===== src/rtl/snitch_pkg.sv =====
// Shared Snitch definitions: atomic opcodes and the LRWAIT reservation queue states.
package snitch_pkg;

  typedef enum logic [3:0] {
    AMONone   = 4'h0,
    AMOSwap   = 4'h1,
    AMOAdd    = 4'h2,
    AMOAnd    = 4'h3,
    AMOOr     = 4'h4,
    AMOXor    = 4'h5,
    AMOMax    = 4'h6,
    AMOMaxu   = 4'h7,
    AMOMin    = 4'h8,
    AMOMinu   = 4'h9,
    AMOLR     = 4'hA,
    AMOSC     = 4'hB,
    LRWAIT    = 4'hC,
    SCWAIT    = 4'hD
  } amo_op_t;

  typedef enum logic [1:0] {
    QFree       = 2'd0,
    QLocked     = 2'd1,
    QWaitWakeUp = 2'd2
  } lrwait_state_e;

endpackage


===== src/rtl/fifo_v3.sv =====
// Synchronous FIFO with the common_cells fifo_v3 port list (no fall-through mode).
module fifo_v3 #(
  parameter int unsigned DEPTH      = 8,
  parameter type         dtype      = logic [31:0],
  parameter int unsigned ADDR_DEPTH = (DEPTH > 1) ? $clog2(DEPTH) : 1
) (
  input  logic                  clk_i,
  input  logic                  rst_ni,
  input  logic                  flush_i,
  input  logic                  testmode_i,
  output logic                  full_o,
  output logic                  empty_o,
  output logic [ADDR_DEPTH-1:0] usage_o,
  input  dtype                  data_i,
  input  logic                  push_i,
  output dtype                  data_o,
  input  logic                  pop_i
);

  dtype                  mem_q [DEPTH];
  logic [ADDR_DEPTH-1:0] rd_ptr_q, wr_ptr_q;
  logic [ADDR_DEPTH:0]   cnt_q;
  logic                  push_en, pop_en;
  logic                  unused_testmode;

  assign unused_testmode = testmode_i;
  assign full_o  = (cnt_q == (ADDR_DEPTH+1)'(DEPTH));
  assign empty_o = (cnt_q == '0);
  assign usage_o = cnt_q[ADDR_DEPTH-1:0];
  assign push_en = push_i && !full_o;
  assign pop_en  = pop_i && !empty_o;
  assign data_o  = mem_q[rd_ptr_q];

  function automatic logic [ADDR_DEPTH-1:0] incr(input logic [ADDR_DEPTH-1:0] p);
    return (p == ADDR_DEPTH'(DEPTH - 1)) ? '0 : p + 1'b1;
  endfunction

  // NOTE: sequential state is updated with non-blocking assignments only, so every flop sees pre-edge values.
  always_ff @(posedge clk_i or negedge rst_ni) begin
    if (!rst_ni) begin
      rd_ptr_q <= '0;
      wr_ptr_q <= '0;
      cnt_q    <= '0;
    end else if (flush_i) begin
      rd_ptr_q <= '0;
      wr_ptr_q <= '0;
      cnt_q    <= '0;
    end else begin
      if (push_en) wr_ptr_q <= incr(wr_ptr_q);
      if (pop_en)  rd_ptr_q <= incr(rd_ptr_q);
      if (push_en && !pop_en)      cnt_q <= cnt_q + 1'b1;
      else if (pop_en && !push_en) cnt_q <= cnt_q - 1'b1;
    end
  end

  // NOTE: storage has no reset; an entry is only observable after it has been written.
  always_ff @(posedge clk_i) begin
    if (push_en) mem_q[wr_ptr_q] <= data_i;
  end

endmodule


===== src/rtl/lrwait_queue_ctrl.sv =====
// LRWAIT/SCWAIT reservation queue in front of one memory bank, with a 2-entry response FIFO.
module lrwait_queue_ctrl
  import snitch_pkg::*;
#(
  parameter type         metadata_t = logic,
  parameter int unsigned AddrWidth  = 32
) (
  input  logic                 clk_i,
  input  logic                 rst_i,
  input  logic                 req_valid_i,
  output logic                 req_ready_o,
  input  logic [AddrWidth-1:0] req_addr_i,
  input  logic                 req_write_i,
  input  amo_op_t              req_amo_i,
  input  logic [31:0]          req_wdata_i,
  input  logic [3:0]           req_be_i,
  input  metadata_t            req_meta_i,
  input  logic                 req_lrwait_i,
  output logic                 resp_valid_o,
  input  logic                 resp_ready_i,
  output logic [31:0]          resp_rdata_o,
  output metadata_t            resp_meta_o,
  output logic                 resp_lrwait_o,
  output logic                 resp_error_o,
  output logic                 mem_req_o,
  output logic [AddrWidth-1:0] mem_addr_o,
  output logic                 mem_write_o,
  output logic [31:0]          mem_wdata_o,
  output logic [3:0]           mem_be_o,
  input  logic [31:0]          mem_rdata_i
);

  localparam int unsigned MetaWidth = $bits(metadata_t);

  typedef struct packed {
    logic [31:0] rdata;
    metadata_t   meta;
    logic        lrwait;
    logic        error;
  } resp_t;

  lrwait_state_e        state_q, state_d;
  logic                 valid_q, valid_d;
  logic [AddrWidth-1:0] addr_q, addr_d;
  metadata_t            head_q, head_d, tail_q, tail_d;
  logic                 pending_q, pending_d;
  metadata_t            pending_meta_q, pending_meta_d;

  logic  is_wake, is_lr, is_sc, addr_match, needs_local, accept;
  logic  local_push, fifo_full, fifo_empty, fifo_push, fifo_usage_unused;
  resp_t local_resp, fifo_in, fifo_out;

  assign is_wake     = req_lrwait_i;
  assign is_lr       = !req_lrwait_i && (req_amo_i == LRWAIT);
  assign is_sc       = !req_lrwait_i && (req_amo_i == SCWAIT);
  assign addr_match  = valid_q && (req_addr_i == addr_q);
  assign needs_local = (is_lr && (state_q != QFree)) || is_sc;

  // A bank read in flight owns next cycle's push, so a request answering locally waits one cycle.
  assign req_ready_o = !rst_i && !fifo_full && !(pending_q && (!fifo_empty || needs_local));
  assign accept      = req_valid_i && req_ready_o;

  // NOTE: every always_comb output gets a default first so no path leaves it unassigned (no latches).
  always_comb begin
    state_d        = state_q;
    valid_d        = valid_q;
    addr_d         = addr_q;
    head_d         = head_q;
    tail_d         = tail_q;
    pending_d      = 1'b0;
    pending_meta_d = pending_meta_q;
    mem_req_o      = 1'b0;
    mem_addr_o     = '0;
    mem_write_o    = 1'b0;
    mem_wdata_o    = '0;
    mem_be_o       = '0;
    local_push     = 1'b0;
    local_resp     = '0;
    if (accept) begin
      if (is_wake) begin
        if (state_q == QWaitWakeUp) begin
          head_d         = metadata_t'(req_wdata_i[MetaWidth-1:0]);
          mem_req_o      = 1'b1;
          mem_addr_o     = addr_q;
          mem_be_o       = 4'hF;
          pending_d      = 1'b1;
          pending_meta_d = metadata_t'(req_wdata_i[MetaWidth-1:0]);
          state_d        = QLocked;
        end
      end else if (is_lr) begin
        if (state_q == QFree) begin
          addr_d         = req_addr_i;
          head_d         = req_meta_i;
          tail_d         = req_meta_i;
          valid_d        = 1'b1;
          mem_req_o      = 1'b1;
          mem_addr_o     = req_addr_i;
          mem_be_o       = req_be_i;
          pending_d      = 1'b1;
          pending_meta_d = req_meta_i;
          state_d        = QLocked;
        end else if (addr_match) begin
          // SuccUpdate tells the old tail who queued behind it.
          local_push        = 1'b1;
          local_resp.rdata  = 32'(req_meta_i);
          local_resp.meta   = tail_q;
          local_resp.lrwait = 1'b1;
          tail_d            = req_meta_i;
        end else begin
          local_push       = 1'b1;
          local_resp.meta  = req_meta_i;
          local_resp.error = 1'b1;
        end
      end else if (is_sc) begin
        local_push      = 1'b1;
        local_resp.meta = req_meta_i;
        if ((state_q == QLocked) && addr_match && (req_meta_i == head_q)) begin
          mem_req_o   = 1'b1;
          mem_addr_o  = req_addr_i;
          mem_write_o = 1'b1;
          mem_wdata_o = req_wdata_i;
          mem_be_o    = req_be_i;
          if (head_q == tail_q) begin
            state_d = QFree;
            valid_d = 1'b0;
          end else begin
            state_d = QWaitWakeUp;
          end
        end else begin
          local_resp.rdata = 32'd1;
        end
      end else begin
        mem_req_o      = 1'b1;
        mem_addr_o     = req_addr_i;
        mem_write_o    = req_write_i;
        mem_wdata_o    = req_wdata_i;
        mem_be_o       = req_be_i;
        pending_d      = 1'b1;
        pending_meta_d = req_meta_i;
      end
    end
  end

  always_ff @(posedge clk_i or posedge rst_i) begin
    if (rst_i) begin
      state_q        <= QFree;
      valid_q        <= 1'b0;
      addr_q         <= '0;
      head_q         <= '0;
      tail_q         <= '0;
      pending_q      <= 1'b0;
      pending_meta_q <= '0;
    end else begin
      state_q        <= state_d;
      valid_q        <= valid_d;
      addr_q         <= addr_d;
      head_q         <= head_d;
      tail_q         <= tail_d;
      pending_q      <= pending_d;
      pending_meta_q <= pending_meta_d;
    end
  end

  assign fifo_push = pending_q || local_push;
  assign fifo_in   = pending_q ? resp_t'{rdata: mem_rdata_i, meta: pending_meta_q, lrwait: 1'b0, error: 1'b0}
                               : local_resp;

  fifo_v3 #(
    .DEPTH (2),
    .dtype (resp_t)
  ) i_resp_fifo (
    .clk_i      (clk_i),
    .rst_ni     (~rst_i),
    .flush_i    (1'b0),
    .testmode_i (1'b0),
    .full_o     (fifo_full),
    .empty_o    (fifo_empty),
    .usage_o    (fifo_usage_unused),
    .data_i     (fifo_in),
    .push_i     (fifo_push),
    .data_o     (fifo_out),
    .pop_i      (resp_valid_o && resp_ready_i)
  );

  assign resp_valid_o  = !fifo_empty;
  assign resp_rdata_o  = resp_valid_o ? fifo_out.rdata  : '0;
  assign resp_meta_o   = resp_valid_o ? fifo_out.meta   : '0;
  assign resp_lrwait_o = resp_valid_o && fifo_out.lrwait;
  assign resp_error_o  = resp_valid_o && fifo_out.error;

  wakeup_only_when_waiting: assert property (@(posedge clk_i) disable iff (rst_i)
    (accept && req_lrwait_i) |-> (state_q == QWaitWakeUp));

endmodule


===== config.mk =====
export PLATFORM = sky130hd
export DESIGN_NAME = lrwait_queue_ctrl
export DESIGN_NICKNAME = d
export VERILOG_FILES = /design/src/rtl/snitch_pkg.sv /design/src/rtl/fifo_v3.sv /design/src/rtl/lrwait_queue_ctrl.sv
export SDC_FILE = /design/constraint.sdc
export NUM_CORES = 1
export LEC_CHECK = 0
export ABC_AREA = 1
export CAP_MARGIN = 20
export CORE_MARGIN = 2
export CORE_UTILIZATION = 52
export CTS_BUF_LIST = sky130_fd_sc_hd__clkbuf_8
export DETAILED_ROUTE_END_ITERATION = 8
export PLACE_DENSITY = 0.88
export SLEW_MARGIN = 0
export SYNTH_ARGS = -nofsm -noshare
export SYNTH_HDL_FRONTEND = slang
export SYNTH_HIERARCHICAL = 1
export SYNTH_SLANG_ARGS = --single-unit

===== constraint.sdc =====
create_clock -name clk_i -period 8.2 [get_ports clk_i]
set_input_delay 2.05 -clock clk_i [delete_from_list [all_inputs] [get_ports clk_i]]
set_output_delay 2.05 -clock clk_i [all_outputs]
set_load 0.01 [all_outputs]

==> impl_metrics.json, run 1 <==
{
  "outcome": "finished, final reports clean",
  "finalCritPeriodShare_pct": 84.95,
  "power.total_mw": 2.061,
  "fmax_ghz": 0.1436,
  "hold_path.class": "flip-flop to flip-flop",
  "seq_area_frac_synth_pct": 46.41,
  "insertion_delay_ns": 0.43,
  "fin_area_sq_mm": 0.009575,
  "yosysTopAreaCell": "edfxtp_1",
  "start_util_pct": 53.83,
  "syn_area_per_cell_sq_um": 7.016,
  "rsz0062_at_grt": "false",
  "synth_area_leaders": "edfxtp_1 31%, nand2_1 18%, dfrtp_1 16%",
  "final_util_pct": 75.27,
  "routedWlPerCell_um": 13.58,
  "drt-total-wl_um": 18580,
  "grt_max_degree": 67,
  "grt_pass1_vias": 6434,
  "drive_gt1_share_pct": 8.194,
  "io_buffer_count": 217,
  "syn_nets": 1087,
  "ys.flop_type": "edfxtp_1",
  "setup_viol": 0,
  "cts_made_buffers": 17,
  "crit_type": "input port to primary output",
  "synth_area_sq_mm": 0.006848,
  "die_h_um": 118.8,
  "gp_congestion": 0.9040,
  "vias_per_cell": 4.855,
  "nets": 1294,
  "crit_arrival_ns": 4.92,
  "slew_headroom_pct": 29.73,
  "min_period_ns": 6.966,
  "cts_tree": "yes",
  "dp_hpwl_um": 12990,
  "gr-total-overflow": 0,
  "setup-tns-final_ns": 0,
  "crit_fanout": 33,
  "cap_violations": 0,
  "worst_pin_slew_ns": 1.052,
  "die_area_sq_mm": 0.01410,
  "stdcell_count": 1368,
  "grt_pass1_wl_um": 30280,
  "core_area_sq_mm": 0.01272,
  "dp_cells": 1335,
  "row_count": 41,
  "grt.total_usage_pct": 26.79,
  "antenna_cells": 0,
  "cts_setup_buffers": 0,
  "synth_edf_count": 70,
  "final_common_cell": "nand2_1",
  "die_x_um": 118.8,
  "ctsHtreeMaxLevel": 4,
  "drc": 0,
  "synthCells": 976,
  "post_cts_resized": 0,
  "p_per_area_mw_per_mm2": 215.3,
  "ir_worst_vdd_mv": 0.1097,
  "async_flop_share_pct": 38.05,
  "total_leakage_power_nw": 4.665,
  "crit_path_start_kind": "input port",
  "finClkSkew_ns": 0.01162,
  "cts.sinks": 113,
  "cts_root_buffer": "clkbuf_8",
  "dpl-instance-area_sq_mm": 0.009091,
  "fillers": 949,
  "clockBufferDepth": 2,
  "pin_count": 218,
  "synth_cell_type_count": 34,
  "layout_common_cells": "333 x nand2_1, 216 x clkdlybuf4s50_1, 186 x inv_1",
  "first_pass_iters": 5,
  "antenna_found_initial": 0,
  "crit_path_end_kind": "primary output",
  "hold_viol": 0,
  "ys_ff_latch": 113,
  "vias": 6641,
  "drt_iter0_drc": 541,
  "ys_warn_count": 6,
  "slew_violations": 0,
  "areaGrowthSynthToFinish_pct": 39.83,
  "ctsHoldBuffers": 0,
  "cp_data_required_time_ns": 6.15,
  "antenna_left": 0,
  "cts.clk_slew.worst_paths_ns": 0.07,
  "synth_top_cell_area_share_pct": 30.70
}
## stage by stage
| step | setup slack, ns | hold WS (ns) |
|---|---|---|
| after global routing | 0.9437 | 0.5232 |
| after global placement | 1.350 | 0.4587 |
| after detailed placement | 1.278 | 0.4658 |
| final | 1.234 | 0.4875 |
| after floorplan | 2.770 | 0.4412 |
| after CTS | 1.248 | 0.4868 |
## cells by family (layout without fill, tap and decap cells)
| kind of cell | Yosys count | count (layout) | share of synthesized area (%) |
|---|---|---|---|
| AND/OR/NAND/NOR | 548 | 548 | 33.20 |
| flip-flops | 113 | 113 | 46.41 |
| AO/OA/AOI/OAI | 79 | 79 | 6.085 |
| XOR/XNOR | 6 | 6 | 0.7674 |
| buffers and inverters | 229 | 449 | 13.48 |
| other | 1 | 1 | 0.05476 |
## worst paths after layout
check | start | end | slack, ns | depth (start not counted)
max | req_addr_i[12] | mem_wdata_o[0] | 1.23 | 11
min | addr_q[9] | addr_q[9] | 0.49 | 2
max reg2reg | i_resp_fifo/cnt_q[1] | i_resp_fifo/mem_q[1][24] | 4.98 | 9
min reg2reg | addr_q[9] | addr_q[9] | 0.49 | 2
max in group asynchronous | rst_i | tail_q | 5.47 | 3
min in group asynchronous | rst_i | i_resp_fifo/wr_ptr_q | 1.94 | 2
## layout make-up
class / count / area [sq um] / share of cell area, %
clock inverters: 15 / 230.2 / 2.404
multi-input cells: 634 / 2764 / 28.86
repair buffers: 223 / 2225 / 23.23
flip-flops and latches: 113 / 3178 / 33.19
well taps: 172 / 215.2 / 2.247
clock buffers: 17 / 234.0 / 2.443
inverters: 194 / 729.5 / 7.618
## synthesized netlist by cell type, drive strengths merged, types with 4 or more instances
cell type	instances
dfrtp	43
o21ai	62
nand3	19
nand4	8
nor2	170
xnor2	6
nor3	4
a21oi	16
buf	26
nand2	340
edfxtp	70
inv	193
clkbuf	9
## per-layer routing
metal / vias up / global-route usage (%) / part of all wire, %
met5: - / 0 / 0
li1: 3338 / - / -
met3: 34 / 6.033 / 7.1
met1: 2980 / 32.41 / 40
met2: 289 / 47.02 / 51
met4: 0 / 9.003 / 1.9
## state kept, by name (all words and copies together), names as in the netlist
register / cells
i_resp_fifo/cnt_q: 2
head_q: 1
addr_q: 32
i_resp_fifo/mem_q: 70
pending_meta_q: 1
state_q: 2
pending_q: 1
valid_q: 1
tail_q: 1
i_resp_fifo/wr_ptr_q: 1
i_resp_fifo/rd_ptr_q: 1
## power by group
part | leakage (nW) | switching [mW] | internal, mW | total [mW]
Clock | 0.225 | 0.248 | 0.365 | 0.614
Combinational | 3.19 | 0.407 | 0.323 | 0.730
Sequential | 1.25 | 0.0473 | 0.671 | 0.718
Total | 4.67 | 0.702 | 1.36 | 2.06
## worst max-delay path, stage by stage
cell and delay (ns):
clkdlybuf4s50_1 0.48, xnor2_1 0.25, nand2_1 0.08, nor2_1 0.10
nand2_1 0.07, nor2_1 0.11, nand3_2 0.18, o21ai_4 0.28
nand3_4 0.46, nor2_1 0.26, clkdlybuf4s50_1 0.57
No activity file was read; power rests on OpenSTA's default activity.
==> inputs of run 2 (changes only) <==
Settings changed: CORE_UTILIZATION 52 to 44, PLACE_DENSITY 0.88 to 0.8.
Clock period 8.2 ns to 5.6 ns, I/O delays scaled along.
==> run 2 against run 1 <==
  * First-iteration DRC count down 27%
  * Largest cell class unchanged
  * Cell count rose by 1.7%
  * Largest power group unchanged
  * Critical endpoint is now mem_wdata_o[23]
  * Highest routed layer unchanged
  * Register-to-register slack got worse by 2.6 ns
==> impl_metrics.json, run 2 (synthesis results as in run 1) <==
{
  "outcome": "finished, final reports clean",
  "first_pass_iters": 5,
  "crit_path_start_kind": "input port",
  "rsz0062_at_grt": "false",
  "p_clk_share_pct": 27.1,
  "pin_count": 218,
  "insertion_delay_ns": 0.44,
  "p_int_mw": 1.898,
  "cts.clk_slew.worst_paths_ns": 0.07,
  "p_per_area_mw_per_mm2": 301.1,
  "cts_setup_buffers": 0,
  "layout_common_cells": "333 x nand2_1, 216 x clkdlybuf4s50_1, 187 x inv_1",
  "worst_pin_slew_ns": 0.6546,
  "ir_worst_vdd_mv": 0.1669,
  "nets": 1300,
  "regMostFlops": "i_resp_fifo/mem_q",
  "slowest_delay_ns": 0.55,
  "holdWs_ns": 0.4864,
  "antenna_left": 0,
  "cts.sinks": 113,
  "grt.total_usage_pct": 21.99,
  "io_buffer_count": 217,
  "hold_path.class": "flip-flop to flip-flop",
  "grt_max_degree": 64,
  "routedWlPerCell_um": 12.82,
  "largest_reg_flops": 70,
  "r2r-end": "i_resp_fifo/mem_q[0][32]",
  "ctsHoldBuffers": 0,
  "crit_arrival_ns": 3.99,
  "die_area_sq_mm": 0.01658,
  "final_common_cell": "nand2_1",
  "drt-total-wl_um": 17840,
  "gr-total-overflow": 0,
  "slowest_stage": "clkdlybuf4s50_1",
  "drive_gt1_share_pct": 8.652,
  "finClkSkew_ns": 0.009606,
  "setup-tns-final_ns": 0,
  "cp_data_required_time_ns": 4.20,
  "ctsHtreeMaxLevel": 4,
  "core_area_sq_mm": 0.01520,
  "row_count": 45,
  "start_util_pct": 45.05,
  "cpMostUsedCell": "nand2_1",
  "cts_made_buffers": 17,
  "r2r_start": "i_resp_fifo/cnt_q[1]",
  "crit_path_end_kind": "primary output",
  "largestRegisters": "i_resp_fifo/mem_q: 70 flops, addr_q: 32 flops",
  "vias_per_cell": 4.608,
  "crit_path_cell_trace": "clkdlybuf4s50_1 > nand2_1 > nor2_1 > nand2_1 > nor2_1 > nand2_2 > nand2_1 > o21ai_2 > nand3_2 > inv_1 > nand3_4 > buf_12 > nor2_2 > clkdlybuf4s50_1",
  "grt_pass1_wl_um": 28750,
  "min_period_ns": 5.388,
  "clockBufferDepth": 2,
  "gp_congestion": 0.9573,
  "drc": 0,
  "slew_headroom_pct": 56.30,
  "power.total_mw": 2.894,
  "crit_type": "input port to primary output",
  "hold_viol": 0,
  "die_h_um": 128.8,
  "hold-path-endpoint": "pending_meta_q",
  "vias": 6410,
  "dp_hpwl_um": 13140,
  "drt_iter0_drc": 393,
  "slew_violations": 0,
  "cts_root_buffer": "clkbuf_8",
  "antenna_found_initial": 1,
  "setup_viol": 0,
  "grt_pass1_vias": 5938,
  "cap_violations": 0,
  "die_x_um": 128.8,
  "holdPathStages": 2,
  "r2r_cells": 10,
  "swShare_pct": 34.39,
  "fmax_ghz": 0.1856,
  "p_sw_mw": 0.9952,
  "r2r_slack_ns": 2.40,
  "total_leakage_power_nw": 4.679,
  "p_seq_share_pct": 36.3,
  "finalCritPeriodShare_pct": 96.21,
  "hold_start": "pending_meta_q",
  "cts_tree": "yes",
  "areaGrowthSynthToFinish_pct": 40.34,
  "comb_power_share_pct": 36.6,
  "crit_fanout": 31
}
## run 2: cell types whose count changed in the layout (fill, tap and decap cells not counted), sizes merged
cell	previous run	this run
buf	7	13
bufinv	5	3
clkinv	6	8
clkinvlp	2	3
diode	0	1
inv	196	195
## run 2: final cells by class
class | count | area (sq um)
fill | 1304 | 5592
sequential | 113 | 3178
multi-input combinational | 634 | 2779
timing repair buffer | 229 | 2282
inverter | 194 | 729.5
tap | 188 | 235.2
clock buffer | 17 | 234.0
clock inverter | 15 | 170.2
antenna | 1 | 2.502
## run 2: what timing repair did
item / CTS / global route
setup endpoints to repair: 0 / 2
gates resized for setup: 0 / 2
hold endpoints to repair: 0 / 0
## run 2: power by group through the flow
stage	logic, mW	registers (mW)	clock network, mW
2_1_floorplan	0.599	1.05	0
3_3_place_gp	1.05	1.06	0
3_5_place_dp	1.06	1.06	0
4_1_cts	1.06	1.05	0.796
5_1_grt	1.19	1.06	0.834
6_report	1.06	1.05	0.784
## run 2: worst max path at each step
stage	startpoint	endpoint	slack, ns	cells past startpoint
6_report	req_amo_i[2]	mem_wdata_o[23]	0.21	14
5_1_grt	req_amo_i[2]	mem_addr_o[17]	0.001	14
4_1_cts	req_meta_i	mem_addr_o[13]	0.21	9
3_5_place_dp	req_meta_i	mem_addr_o[13]	0.22	9
3_3_place_gp	req_meta_i	mem_addr_o[17]	0.25	9
2_1_floorplan	req_lrwait_i	i_resp_fifo/mem_q[1][0]	1.19	10
## run 2: critical path: cells and delay by family
family                 cells  cell delay [ns]
buffers and inverters      4             1.39
AND/OR/NAND/NOR            9             1.02
AO/OA/AOI/OAI              1             0.17
## run 2: metal layers
layer | wire length, um | part of all wire [%] | vias up | track usage (%)
li1 | - | - | 3343 | -
met1 | 7905 | 44 | 2805 | 29.35
met2 | 8269 | 46 | 233 | 35.14
met3 | 1293 | 7.2 | 29 | 5.738
met4 | 371 | 2.1 | 0 | 7.161
met5 | 0 | 0 | - | 0
## run 2: per-stage QoR
stage / util [%] / worst slack, ns / area (sq um) / instances
after floorplan: - / 1.193 / 6848 / 976
after global placement: 60.31 / 0.2457 / 9169 / 1357
after detailed placement: 60.31 / 0.2183 / 9169 / 1357
after CTS: 62.97 / 0.2060 / 9573 / 1389
after global routing: 63.20 / 0.001014 / 9608 / 1390
final: 63.22 / 0.2123 / 9610 / 1391
